File: src/rtl/pending_req_encoder16.sv
// Captures request events on 16 lines into a sticky pending register and
// serialises them, highest index first, as 4-bit codes over valid/ready.
module pending_req_encoder16 #(
  parameter bit EDGE  = 1'b1,
  parameter int CNT_W = 8
) (
  input  logic             clk,
  input  logic             rst,
  input  logic [15:0]      req_in,
  input  logic [15:0]      mask,
  output logic [3:0]       code_out,
  output logic             valid,
  input  logic             ready,
  output logic [15:0]      pending,
  output logic             any_pend,
  output logic [CNT_W-1:0] lost_cnt
);

  typedef enum logic {IDLE, PRESENT} state_t;

  state_t      state, state_next;
  logic [15:0] req_d, rise, ev, clr, pend_next, elig;
  logic [3:0]  sel;
  logic        accept, lost_hit;

  assign rise      = req_in & ~req_d;
  assign ev        = EDGE ? rise : req_in;
  assign accept    = (state == PRESENT) && ready;
  assign clr       = accept ? (16'h0001 << code_out) : 16'h0000;
  assign pend_next = (pending & ~clr) | ev;
  assign elig      = pending & ~mask;
  assign valid     = (state == PRESENT);

  // Losses are judged on fresh rising edges so a line held high in level
  // mode keeps its bit pending without inflating the counter.
  assign lost_hit  = |(rise & pending & ~clr);

  always_comb begin
    sel = 4'd0;
    for (int i = 0; i < 16; i++)
      if (elig[i]) sel = 4'(i);
  end

  always_comb begin
    state_next = state;
    case (state)
      IDLE:    if (|elig) state_next = PRESENT;
      PRESENT: if (ready) state_next = IDLE;
      default: state_next = IDLE;
    endcase
  end

  always_ff @(posedge clk or posedge rst) begin
    if (rst) state <= IDLE;
    else     state <= state_next;
  end

  always_ff @(posedge clk or posedge rst) begin
    if (rst) begin
      req_d    <= '0;
      pending  <= '0;
      any_pend <= 1'b0;
      code_out <= '0;
      lost_cnt <= '0;
    end else begin
      req_d    <= req_in;
      pending  <= pend_next;
      any_pend <= |(pend_next & ~mask);
      // code_out only moves when a new presentation starts; held otherwise
      if (state == IDLE && |elig) code_out <= sel;
      if (lost_hit && lost_cnt != {CNT_W{1'b1}}) lost_cnt <= lost_cnt + 1'b1;
    end
  end

endmodule

File: config.mk
export PLATFORM = sky130hd
export DESIGN_NAME = pending_req_encoder16
export DESIGN_NICKNAME = d
export VERILOG_FILES = /design/src/rtl/pending_req_encoder16.sv
export SDC_FILE = /design/constraint.sdc
export NUM_CORES = 1
export LEC_CHECK = 0
export ABC_AREA = 1
export BUFFER_PORTS_ARGS = -buffer_cell sky130_fd_sc_hd__clkbuf_2
export CAP_MARGIN = 25
export CORE_ASPECT_RATIO = 1.25
export CORE_MARGIN = 8
export CORE_UTILIZATION = 56
export CTS_CLUSTER_SIZE = 24
export DETAILED_ROUTE_END_ITERATION = 7
export HOLD_SLACK_MARGIN = 0.08
export PLACE_DENSITY = 0.85
export RECOVER_POWER = 25
export SLEW_MARGIN = 30
export SYNTH_ARGS = -nofsm -noshare
export SYNTH_HDL_FRONTEND = slang
export SYNTH_SLANG_ARGS = --single-unit
export TNS_END_PERCENT = 10
File: constraint.sdc
create_clock -name clk -period 2.7 [get_ports clk]
set_input_delay 0.135 -clock clk [delete_from_list [all_inputs] [get_ports clk]]
set_output_delay 0.135 -clock clk [all_outputs]
set_load 0.02 [all_outputs]
==> results of run 1 <==
-- worst max-delay path by stage --
| stage | slack (ns) | to | start |
|---|---|---|---|
| CTS | 0.76 | lost_cnt[5] | code_out[2] |
| floorplan | 1.01 | lost_cnt[4] | code_out[2] |
| global route | 0.53 | lost_cnt[5] | code_out[2] |
| detailed placement | 0.79 | lost_cnt[5] | code_out[2] |
| finish | 0.73 | lost_cnt[4] | code_out[2] |
| global placement | 0.81 | lost_cnt[5] | code_out[2] |
-- synthesized netlist by cell type --
| master | count | share of area (%) |
|---|---|---|
| sky130_fd_sc_hd__a21boi_1 | 2 | 0.64 |
| sky130_fd_sc_hd__a21o_1 | 2 | 0.64 |
| sky130_fd_sc_hd__a21oi_1 | 7 | 1.5 |
| sky130_fd_sc_hd__a22o_1 | 6 | 2.2 |
| sky130_fd_sc_hd__a31oi_1 | 2 | 0.53 |
| sky130_fd_sc_hd__buf_4 | 1 | 0.32 |
| sky130_fd_sc_hd__dfrtp_1 | 46 | 49 |
| sky130_fd_sc_hd__ha_1 | 1 | 0.53 |
| sky130_fd_sc_hd__inv_1 | 43 | 6.9 |
| sky130_fd_sc_hd__inv_2 | 5 | 0.80 |
| sky130_fd_sc_hd__inv_4 | 1 | 0.27 |
| sky130_fd_sc_hd__nand2_1 | 95 | 15 |
| sky130_fd_sc_hd__nand2_2 | 1 | 0.27 |
| sky130_fd_sc_hd__nand2_4 | 1 | 0.48 |
| sky130_fd_sc_hd__nand3_1 | 11 | 2.3 |
| sky130_fd_sc_hd__nand4_1 | 18 | 4.8 |
| sky130_fd_sc_hd__nor2_1 | 12 | 1.9 |
| sky130_fd_sc_hd__nor2_2 | 2 | 0.53 |
| sky130_fd_sc_hd__nor2_4 | 2 | 0.96 |
| sky130_fd_sc_hd__nor3_1 | 4 | 0.85 |
| sky130_fd_sc_hd__nor3_2 | 4 | 1.7 |
| sky130_fd_sc_hd__nor4_1 | 1 | 0.27 |
| sky130_fd_sc_hd__o21a_1 | 2 | 0.64 |
| sky130_fd_sc_hd__o21ai_0 | 7 | 1.5 |
| sky130_fd_sc_hd__o21ai_2 | 4 | 1.5 |
| sky130_fd_sc_hd__or2_1 | 1 | 0.27 |
| sky130_fd_sc_hd__or2_2 | 2 | 0.53 |
| sky130_fd_sc_hd__xnor2_1 | 3 | 1.1 |
| sky130_fd_sc_hd__xor2_1 | 3 | 1.1 |
| sky130_fd_sc_hd__xor2_2 | 1 | 0.69 |
-- state kept, by name, indices dropped and copies added (netlist names) --
| signal | cells |
|---|---|
| lost_cnt | 8 |
| req_d | 16 |
| valid | 1 |
| pending | 16 |
| any_pend | 1 |
| code_out | 4 |
-- timing repair --
action,in CTS,in global routing
setup endpoints to repair,0,0
endpoints found under the hold margin,62,0
hold buffers,17,0
-- metal layers --
layer | wire length, um | GRT usage (%) | vias up
met5 | 0 | 0 | -
met4 | 98 | 6.193 | 0
met3 | 390 | 5.215 | 8
li1 | - | - | 1105
met2 | 3482 | 39.42 | 70
met1 | 2359 | 22.81 | 1046
-- power groups by stage --
| stage | Sequential [mW] | Clock, mW | Combinational [mW] |
|---|---|---|---|
| floorplan | 1.16 | 0 | 0.544 |
| finish | 1.02 | 0.427 | 1.01 |
| global placement | 1.02 | 0 | 0.979 |
| CTS | 1.02 | 0.436 | 1.03 |
| detailed placement | 1.03 | 0 | 1.01 |
| global route | 1.05 | 0.465 | 1.13 |
-- critical path: stages (launching register included) --
cell,delay (ns)
sky130_fd_sc_hd__dfrtp_1,0.55
sky130_fd_sc_hd__inv_2,0.11
sky130_fd_sc_hd__nor3_1,0.24
sky130_fd_sc_hd__a21oi_1,0.14
sky130_fd_sc_hd__nand3_1,0.09
sky130_fd_sc_hd__nand4_1,0.11
sky130_fd_sc_hd__nor2_1,0.19
sky130_fd_sc_hd__nand2_2,0.09
sky130_fd_sc_hd__nand2_4,0.13
sky130_fd_sc_hd__inv_4,0.07
sky130_fd_sc_hd__nand2_1,0.08
sky130_fd_sc_hd__o21ai_2,0.05
-- final cells by class --
type / instances / area (sq um) / share of cell area (%)
multi-input combinational: 194 / 1003 / 33.94
clock inverter: 1 / 5.005 / 0.1693
timing repair buffer: 81 / 452.9 / 15.32
sequential: 46 / 1151 / 38.93
clock buffer: 7 / 86.33 / 2.920
tap: 56 / 70.07 / 2.370
inverter: 49 / 187.7 / 6.348
-- cells by family (layout without fill, tap and decap cells) --
kind of cell / count (synthesis) / count (layout)
buf+inv: 50 / 138
xor+xnor: 7 / 7
fa+ha+maj: 1 / 1
simple gates: 154 / 154
flops: 46 / 46
compound gates: 32 / 32
==> parameters.txt, run 1 <==
Parameter                              Value

Clock network
  Setup Fix Bufs, Post-CTS ... 0
  CTS root buffer ... sky130_fd_sc_hd__clkbuf_8
  Insertion delay of the later-clocked pin in the worst-skew pair ... around 0.30 ns
  Clock-pin slew on the worst setup and hold paths ... 0.08 ns
  Clock tree sinks ... 46
  CTS-repair resized insts ... 0
  CTS HTree Levels ... 2
  Max clock buf depth ... 2
  Clock tree from TritonCTS ... built
  Total CTS buffers ... 5

Pwr
  Static Leak ... 1.529 nW
  Switch share ... a little over two fifths
  Power Internal ... about 1.4 mW
  Total Power Consumption ... between 2 and 2.5 mW
  Power share of the sequential group ... a little over 40%
  Net load switching power ... between 1 and 1.5 mW
  Combinational cell fraction of total power ... between 40% and 50%
  Peak ir drop on the vdd network ... 0.0007821 V
  Total power per unit cell area ... slightly above 800 nW/um^2
  Clock network fraction of total power ... 17.4%

Yosys
  Xor and xnor area share after synthesis ... under 10%
  Mux share of post-synthesis cell area ... 0%
  Area share of fa/ha/maj cells after synthesis ... less than 1%
  Basic-gate share of the synthesized area counting and, or, nand and nor cells ... 30.10%
  Cell area after synthesis ... 2349 sq um
  Number of synthesized register bits ... 46
  Ys Warns ... 0
  Syn nets ... around 330
  Syn avg cell area ... 8.098 sq um
  Sequential cell area fraction in the yosys report ... roughly 49%
  Main combinational cell family by area after synthesis ... simple AND/OR/NAND/NOR gates
  Netlist cell types ... 30
  Compound-gate portion of the synthesized area ... 9.164%
  Number of instances in the synthesized netlist ... 290

Setup path
  Maximum fanout along the worst path ... 10
  Critical Path Sink Type ... flip-flop
  Worst Path Required ... between 2 and 3 ns
  Register-to-register setup slack ... between 0.7 and 0.8 ns
  Reg-to-Reg Start ... code_out[2]
  End of the worst register-to-register path ... lost_cnt[4]
  Startpoint class of the critical path ... flip-flop
  Arrival time of the worst setup path ... about 2.2 ns
  Reg2reg path depth ... 11
  Type of the worst setup path ... reg -> reg

Place
  Post-placement cell area ... 2731 sq um
  Routability congestion estimate ... 0.9076
  HPWL after DPL ... between 4 and 5 mm
  Buffers added on ports ... 64
  Placed Cells ... slightly above 400
  Worst setup slack after placement ... just under 0.8 ns

Finish
  Proportion of layout cells with a drive suffix above 1 ... 17.20%
  Area of all placed cells without fillers ... 2957 sq um
  Commonest cells after routing, fill and taps aside ... sky130_fd_sc_hd__nand2_1 (95), sky130_fd_sc_hd__dfrtp_1 (46), sky130_fd_sc_hd__inv_1 (42), sky130_fd_sc_hd__clkbuf_2 (34), sky130_fd_sc_hd__clkbuf_1 (31)
  Area overhead of the layout relative to synthesis ... 25.89%
  Post-layout util ... between 70 and 80%
  Antenna Cells ... 0
  Leading cell type in the layout, fill and taps excluded ... sky130_fd_sc_hd__nand2_1
  Post-route non-filler standard cell count ... about 430
  Layout fillers ... ~360
  Number of nets in the layout ... between 400 and 500

Global route
  Vias in the first global route ... roughly 2.4k
  Overall global routing resource usage ... between 20% and 30%
  First-pass GRT wire length ... ~11 mm
  Largest net degree at the start of global routing ... 47
  Overflow left after global routing ... 0
  Antenna violations before repair ... 0

Worst hold path
  Hold Crit Endpoint ... valid
  Hold WC Path Type ... in -> reg
  Number of instances on the worst hold path ... 2
  Hold path startpoint ... ready

Route
  1st-iter DRT viols ... about 110
  Wirelength, routed ... about 6.3 mm
  Post-route DRC ... 0
  Number of nets still failing antenna checks after routing ... 0
  First-pass iteration count of the detailed router ... 4
  Number of vias per cell after detailed routing ... about 5.1
  Via count ... roughly 2.2k
  Final routed wire length divided by cell count ... approximately 15 um

Timing
  Tightest slew margin relative to the limit ... between 40% and 50%
  Total negative slack ... 0 ns
  Maximum clock skew at final layout ... 0.006727 ns
  Min cycle time layout ... 1.972 ns
  Setup repair after global routing missed its margin ... false
  Max Freq ... between 0.5 and 0.6 GHz
  Final count of negative-setup-slack endpoints ... 0
  Number of hold-slack violations in the final timing report ... 0
  Final period util ... between 70% and 80%
  Worst Hold Slack ... 0.1004 ns
  Number of pins with negative max-slew slack in the final report ... 0
  Post-route setup slack ... approximately 0.73 ns
  Worst slew pin tran ... 0.7850 ns

Floorplanning
  Site row count ... 26
  IO Pins ... 65
  Floorplan die width ... between 70 and 80 um
  Starting density of the core ... around 58%
  Die Ht ... ~90 um
  Die area ... 6535 sq um
  Core box area ... 4066 sq um

Job
  # Max-Cap Violations ... 0

Run status
  Status ... completed
Note: power is estimated with default switching activity, not from simulation.
==> run 2, diff against run 1 <==
--- a/config.mk
+++ b/config.mk
@@ -5,16 +5,16 @@
 export SDC_FILE = /design/constraint.sdc
 export NUM_CORES = 1
 export LEC_CHECK = 0
-export ABC_AREA = 1
+export ABC_AREA = 0
 export BUFFER_PORTS_ARGS = -buffer_cell sky130_fd_sc_hd__clkbuf_2
 export CAP_MARGIN = 25
 export CORE_ASPECT_RATIO = 1.25
 export CORE_MARGIN = 8
-export CORE_UTILIZATION = 56
+export CORE_UTILIZATION = 52
 export CTS_CLUSTER_SIZE = 24
 export DETAILED_ROUTE_END_ITERATION = 7
 export HOLD_SLACK_MARGIN = 0.08
-export PLACE_DENSITY = 0.85
+export PLACE_DENSITY = 0.79
 export RECOVER_POWER = 25
 export SLEW_MARGIN = 30
 export SYNTH_ARGS = -nofsm -noshare
==> constraint.sdc (replaced) <==
create_clock -name clk -period 2 [get_ports clk]
set_input_delay 0.1 -clock clk [delete_from_list [all_inputs] [get_ports clk]]
set_output_delay 0.1 -clock clk [all_outputs]
set_load 0.02 [all_outputs]
==> run 2 against run 1 <==
Compared with the run above: largest cell class is now multi-input gates; worst setup slack worse by 0.82 ns; routed wire length increased by 16%; critical path type unchanged; die area up 7.7%; the run now ends with negative setup slack left; highest routed layer unchanged.
==> parameters.txt, run 2 <==
Parameter                              Value

Run status
  Status ... finished with violations
  Violated checks ... negative setup slack

Floorplanning
  Starting density of the core ... between 50% and 60%
  Die Ht ... roughly 90 um
  Die area ... slightly above 7000 sq um
  Site row count ... 27
  Core box area ... 4425 sq um
  Floorplan die width ... 76.65 um
  IO Pins ... between 60 and 70

Pwr
  Combinational cell fraction of total power ... roughly 38%
  Total power per unit cell area ... approximately 870 nW/um^2
  Net load switching power ... about 1.1 mW
  Clock network fraction of total power ... between 10% and 20%
  Static Leak ... approximately 1.5 nW
  Power share of the sequential group ... approximately 43%
  Switch share ... around two fifths
  Power Internal ... around 1.8 mW
  Total Power Consumption ... 2.922 mW
  Peak ir drop on the vdd network ... around 0.00075 V

Yosys
  Top-count cell post-synth ... sky130_fd_sc_hd__dfrtp_1
  Fraction of post-synthesis cell area in the top cell type by area ... between 40% and 50%
  Largest cells by area after synthesis ... sky130_fd_sc_hd__dfrtp_1 (48%), sky130_fd_sc_hd__inv_1 (5.3%), sky130_fd_sc_hd__nand3b_1 (3.8%)
  Most frequent cells after synthesis ... sky130_fd_sc_hd__dfrtp_1 (46), sky130_fd_sc_hd__inv_1 (34), sky130_fd_sc_hd__nand2_1 (17), sky130_fd_sc_hd__a21oi_1 (14), sky130_fd_sc_hd__nor2b_1 (14)
  Ys Warns ... 0
  Syn avg cell area ... a little under 10 sq um
  Number of synthesized flops with an enable pin ... 0
  Synth area leader ... sky130_fd_sc_hd__dfrtp_1
  Cell area after synthesis ... 2391 sq um
  Asr flop ratio synth ... between 90% and 100%
  Number of instances in the synthesized netlist ... around 250
  Sequential cell area fraction in the yosys report ... 48.14%
  Number of synthesized register bits ... 46
  Post-synth top flop ... sky130_fd_sc_hd__dfrtp_1
  Netlist cell types ... 44
  Syn nets ... about 280

Clock network
  CTS HTree Levels ... 2
  CTS root buffer ... sky130_fd_sc_hd__clkbuf_8
  Max clock buf depth ... 2
  Total CTS buffers ... 5
  Clock tree from TritonCTS ... built
  Clock-pin slew on the worst setup and hold paths ... approximately 0.090 ns
  Clock tree sinks ... between 40 and 50
  Insertion delay of the later-clocked pin in the worst-skew pair ... approximately 0.3 ns

Place
  Worst setup slack after placement ... -0.08570 ns
  Routability congestion estimate ... 0.8755
  HPWL after DPL ... between 5 and 6 mm
  Buffers added on ports ... 64

Finish
  Proportion of layout cells with a drive suffix above 1 ... between 30% and 40%
  Commonest cells after routing, fill and taps aside ... sky130_fd_sc_hd__clkbuf_2 (50), sky130_fd_sc_hd__dfrtp_1 (43), sky130_fd_sc_hd__inv_1 (34), sky130_fd_sc_hd__buf_4 (25), sky130_fd_sc_hd__dlygate4sd3_1 (18)
  Biggest regs ... pending x16, req_d x16, lost_cnt x8
  Area overhead of the layout relative to synthesis ... 39.98%
  Leading cell type in the layout, fill and taps excluded ... sky130_fd_sc_hd__clkbuf_2
  Post-layout util ... about three quarters
  Number of nets in the layout ... roughly 390
  Antenna Cells ... 0

Timing
  Min cycle time layout ... around 2.1 ns
  Worst slew pin tran ... 0.9177 ns
  Post-route setup slack ... -0.08879 ns
  Max Freq ... between 0.4 and 0.5 GHz
  Maximum clock skew at final layout ... 0.006095 ns
  Final period util ... 104.4%
  Number of pins with negative max-slew slack in the final report ... 0
  Total negative slack ... -0.1563 ns
  Final count of negative-setup-slack endpoints ... 3
  Setup repair after global routing missed its margin ... true
  Number of hold-slack violations in the final timing report ... 0
  Tightest slew margin relative to the limit ... 38.75%

Route
  1st-iter DRT viols ... about 110
  Post-route DRC ... 0
  First-pass iteration count of the detailed router ... 4
  Via count ... 2266
  Wirelength, routed ... between 7 and 8 mm
  Final routed wire length divided by cell count ... 17.81 um
  Number of vias per cell after detailed routing ... about 5.5
  Number of nets still failing antenna checks after routing ... 0

Setup path
  Maximum fanout along the worst path ... 5
  Cell family with most CP delay ... simple AND/OR/NAND/NOR gates
  Arrival time of the worst setup path ... ~2.3 ns
  Worst-path cell chain ... and4b_2 > buf_6 > a21oi_4 > a2111oi_4 > nand4_2 > nand2_2 > mux2_4
  Bufs and invs on worst path ... 1
  Critical Path Sink Type ... flip-flop
  Type of the worst setup path ... reg -> reg
  Worst Path Required ... 2.19 ns
  CP max-delay cell ... sky130_fd_sc_hd__dfrtp_2
  Register-to-register setup slack ... -0.09 ns
  Maximum single-stage delay on the critical path ... 0.44 ns
  Startpoint class of the critical path ... flip-flop

Job
  # Max-Cap Violations ... 0

Worst hold path
  Hold WC Path Type ... in -> reg

Global route
  First-pass GRT wire length ... about 11 mm
  Largest net degree at the start of global routing ... 25
  Overall global routing resource usage ... 20.09%
  Overflow left after global routing ... 0
  Antenna violations before repair ... 0
  Vias in the first global route ... roughly 2.4k
==> run 2: cell types whose count changed after synthesis, moves of 5 or more <==
cell / before / now
sky130_fd_sc_hd__inv_1: 43 / 34
sky130_fd_sc_hd__a22o_1: 6 / 0
sky130_fd_sc_hd__a21oi_1: 7 / 14
sky130_fd_sc_hd__nand4_1: 18 / 2
sky130_fd_sc_hd__nand3b_1: 0 / 12
sky130_fd_sc_hd__nor2b_1: 0 / 14
sky130_fd_sc_hd__a2bb2oi_1: 0 / 8
sky130_fd_sc_hd__o22ai_1: 0 / 5
sky130_fd_sc_hd__nand2_1: 95 / 17
==> run 2: worst paths after layout <==
kind,endpoint,start,cells past startpoint
worst max-delay path,lost_cnt[1],code_out[3],7
worst min-delay path,any_pend,mask[13],4
worst max register to register,lost_cnt[1],code_out[3],7
worst min register to register,pending[14],req_d[14],1
max in group asynchronous,valid,rst,4
min in group asynchronous,req_d[3],rst,3
==> run 2: final cells by class <==
cell class	instances	area [sq um]
clock buffers	5	68.82
clock inverters	2	10.01
fillers	321	1079
inverters	35	131.4
multi-input cells	158	1189
flip-flops and latches	46	1155
well taps	58	72.57
repair buffers	110	720.7
==> run 2: worst register-to-register path, delay by kind of cell, from the launching register on <==
kind	cells	cell delay [ns]
AOI/OAI and AO/OA	2	0.42
and+or+nand+nor	3	0.68
buffers and inverters	1	0.13
muxes	1	0.31
DFF	1	0.44
==> run 2: power by group through the flow <==
stage          Combinational [mW]  Sequential, mW  Clock [mW]
4_1_cts                      1.03            1.24       0.559
5_1_grt                      1.19            1.29       0.577
2_1_floorplan               0.445            1.39           0
6_report                     1.11            1.26       0.549
3_5_place_dp                0.959            1.26           0
3_3_place_gp                0.940            1.24           0
==> run 2: cell families (layout without fill, tap and decap cells) <==
kind of cell / after synthesis / count (layout) / synth area share [%]
AOI/OAI and AO/OA: 56 / 56 / 17.79
buffers and inverters: 41 / 152 / 7.012
and+or+nand+nor: 90 / 90 / 22.08
xor gates and xnor gates: 7 / 7 / 2.564
adders and majority gates: 1 / 1 / 0.5232
DFF: 46 / 46 / 48.14
muxes: 4 / 4 / 1.884
==> run 2: per-layer routing <==
metal / part of all wire [%] / vias up / global-route usage (%)
met1: 39 / 1099 / 22.05
met5: 0 / - / 0
met4: 2.9 / 0 / 9.807
met2: 54 / 78 / 36.51
met3: 4.1 / 17 / 3.516
li1: - / 1072 / -
==> run 2: per-stage QoR <==
stage	hold WS [ns]	instances	instance area [sq um]
after floorplan	0.1314	245	2401
after global placement	0.1385	385	2949
after detailed placement	0.1486	385	2949
after CTS	0.1140	414	3269
after global routing	0.1347	414	3347
final	0.1191	414	3347
==> run 2: repair_timing <==
action | in CTS | in global routing
endpoints found under the hold margin | 39 | 0
buffers inserted | 4 | 1
setup endpoints to repair | 10 | 12
pin swaps | 3 | 6
resized for setup | 7 | 18
hold buffers | 18 | 0
==> run 3, diff against run 2 <==
--- a/config.mk
+++ b/config.mk
@@ -10,12 +10,13 @@
 export CAP_MARGIN = 25
 export CORE_ASPECT_RATIO = 1.25
 export CORE_MARGIN = 8
-export CORE_UTILIZATION = 52
+export CORE_UTILIZATION = 50
 export CTS_CLUSTER_SIZE = 24
 export DETAILED_ROUTE_END_ITERATION = 7
 export HOLD_SLACK_MARGIN = 0.08
-export PLACE_DENSITY = 0.79
+export PLACE_DENSITY = 0.77
 export RECOVER_POWER = 25
+export REMOVE_ABC_BUFFERS = 1
 export SLEW_MARGIN = 30
 export SYNTH_ARGS = -nofsm -noshare
 export SYNTH_HDL_FRONTEND = slang
==> run 3 against run 2 <==
Compared with the run above: the flow still finishes with violations (negative setup slack); clock power up 25%; fmax increased by 3.6%; core utilization down 6.6 points; clock-buffer cell count rose by 1; critical path depth down 1; register-to-register slack better by 0.07 ns; global-route usage fell by 0.92 points; die area rose by 3.2%; sequential share of layout area grew 1.3 points; highest routed layer unchanged.
==> parameters.txt, run 3 (same netlist as run 2, synthesis figures left out) <==
Parameter                              Value

Route
  Via count ... 2192
  Post-route DRC ... 0
  1st-iter DRT viols ... around 170
  Final routed wire length divided by cell count ... approximately 16 um
  Number of nets still failing antenna checks after routing ... 0
  Wirelength, routed ... 6.641 mm
  Number of vias per cell after detailed routing ... 5.346
  First-pass iteration count of the detailed router ... 4

Timing
  Max Freq ... about 0.50 GHz
  Total negative slack ... -0.01576 ns
  Number of hold-slack violations in the final timing report ... 0
  Tightest slew margin relative to the limit ... approximately a quarter
  Final period util ... 100.8%
  Number of pins with negative max-slew slack in the final report ... 0
  Maximum clock skew at final layout ... approximately 0.0051 ns
  Min cycle time layout ... around 2.0 ns
  Final count of negative-setup-slack endpoints ... 1
  Worst slew pin tran ... ~1.1 ns
  Post-route setup slack ... -0.01576 ns
  Setup repair after global routing missed its margin ... true

Setup path
  CP max-delay cell ... sky130_fd_sc_hd__dfrtp_1
  Worst Path Required ... around 2.2 ns
  Arrival time of the worst setup path ... 2.20 ns
  Worst-path cell chain ... and4bb_4 > a21oi_1 > a2111oi_4 > nand4_2 > nand2_2 > mux2_1
  Reg-to-Reg Start ... code_out[3]
  End of the worst register-to-register path ... lost_cnt[1]
  Worst setup path endpoint ... lost_cnt[1]
  Maximum fanout along the worst path ... 6
  Reg2reg path depth ... 6
  Maximum single-stage delay on the critical path ... about 0.42 ns
  Start point of the critical path ... code_out[3]
  Type of the worst setup path ... reg -> reg
  Startpoint class of the critical path ... flip-flop
  Register-to-register setup slack ... -0.02 ns
  Critical Path Sink Type ... flip-flop

Finish
  Biggest regs ... pending x16, req_d x16, lost_cnt x8
  Post-route non-filler standard cell count ... just over 400
  Commonest cells after routing, fill and taps aside ... sky130_fd_sc_hd__clkbuf_2 (50), sky130_fd_sc_hd__dfrtp_1 (46), sky130_fd_sc_hd__inv_1 (33), sky130_fd_sc_hd__buf_4 (20), sky130_fd_sc_hd__dlygate4sd3_1 (18)
  Area overhead of the layout relative to synthesis ... 34.48%
  Leading cell type in the layout, fill and taps excluded ... sky130_fd_sc_hd__clkbuf_2
  Antenna Cells ... 0
  Proportion of layout cells with a drive suffix above 1 ... between 20 and 30%
  Number of nets in the layout ... around 390

Clock network
  Insertion delay of the later-clocked pin in the worst-skew pair ... approximately 0.3 ns
  Clock tree from TritonCTS ... built
  CTS HTree Levels ... 2
  Max clock buf depth ... 2
  Clock-pin slew on the worst setup and hold paths ... about 0.080 ns
  Clock tree sinks ... 46
  Total CTS buffers ... 5
  CTS root buffer ... sky130_fd_sc_hd__clkbuf_8

Floorplanning
  Starting density of the core ... 51.32%
  Die Ht ... 93.32 um
  Site row count ... 28
  IO Pins ... 65
  Core box area ... around 4700 sq um
  Die area ... 7265 sq um
  Floorplan die width ... 77.85 um

Global route
  Vias in the first global route ... roughly 2.4k
  Overflow left after global routing ... 0
  First-pass GRT wire length ... between 10 and 15 mm
  Overall global routing resource usage ... approximately a fifth
  Largest net degree at the start of global routing ... between 40 and 50
  Antenna violations before repair ... 0

Worst hold path
  Hold WC Path Type ... in -> reg

Place
  Placed Cells ... around 380
  HPWL after DPL ... between 5 and 6 mm
  Buffers added on ports ... 64
  Routability congestion estimate ... between 0.9 and 1

Run status
  Status ... finished with violations
  Violated checks ... negative setup slack

Pwr
  Total Power Consumption ... around 2.9 mW
  Total power per unit cell area ... approximately 900 nW/um^2
  Static Leak ... around 1.4 nW
  Peak ir drop on the vdd network ... 0.0008594 V

Job
  # Max-Cap Violations ... 0
-- run 3: changes by cell type in the layout (fill, tap and decap cells not counted), sizes merged --
cell | before | now
buf | 29 | 20
clkbuf | 68 | 71
bufinv | 0 | 1
clkinv | 2 | 1
clkinvlp | 0 | 1
inv | 35 | 34
-- run 3: cell type report --
type	count	area, sq um
clock buffer	6	72.57
clock inverter	2	37.54
fill	385	1444
inverter	35	131.4
multi-input combinational	158	1111
sequential	46	1151
tap	60	75.07
timing repair buffer	103	636.9
-- run 3: timing repair --
action,in CTS,in global routing
endpoints found under the hold margin,63,0
hold buffers,18,0
resized for setup,7,3
setup buffers,3,0
pin swaps,1,0
endpoints found under the setup margin,8,11
-- run 3: routing by layer --
metal  GRT usage, %  share of wire, %
met2          33.64                51
met5              0                 0
met1          20.96                39
met3          5.278               6.5
met4          8.833               3.7
-- run 3: where the power goes --
group / internal [mW] / switching, mW
Sequential: 1.08 / 0.165
Combinational: 0.411 / 0.550
Clock: 0.373 / 0.315
-- run 3: metrics by stage --
step	util, %	instance area (sq um)	hold WS (ns)	worst slack, ns
finish	69.01	3216	0.1168	-0.01576
global route	69.01	3216	0.1418	-0.1174
CTS	69.20	3224	0.1164	0.0001923
detailed placement	61.92	2885	0.2239	-0.08240
global placement	61.92	2885	0.2214	-0.01626
floorplan	-	2355	0.1314	-0.2419
-- run 3: how the worst min path moves through the flow --
stage / start / to / slack (ns) / cells after the start
global placement: req_in[0] / req_d[0] / 0.22 / 1
global route: mask[13] / any_pend / 0.14 / 4
CTS: mask[13] / any_pend / 0.12 / 4
finish: mask[13] / any_pend / 0.12 / 4
detailed placement: req_in[11] / req_d[11] / 0.22 / 1
floorplan: req_in[0] / req_d[0] / 0.13 / 0
-- run 3: worst max-delay path, delay by kind of cell (launching register included) --
| kind | cells | cell delay (ns) |
|---|---|---|
| AO/OA/AOI/OAI | 2 | 0.48 |
| AND/OR/NAND/NOR | 3 | 0.69 |
| flip-flops | 1 | 0.42 |
| multiplexers | 1 | 0.32 |
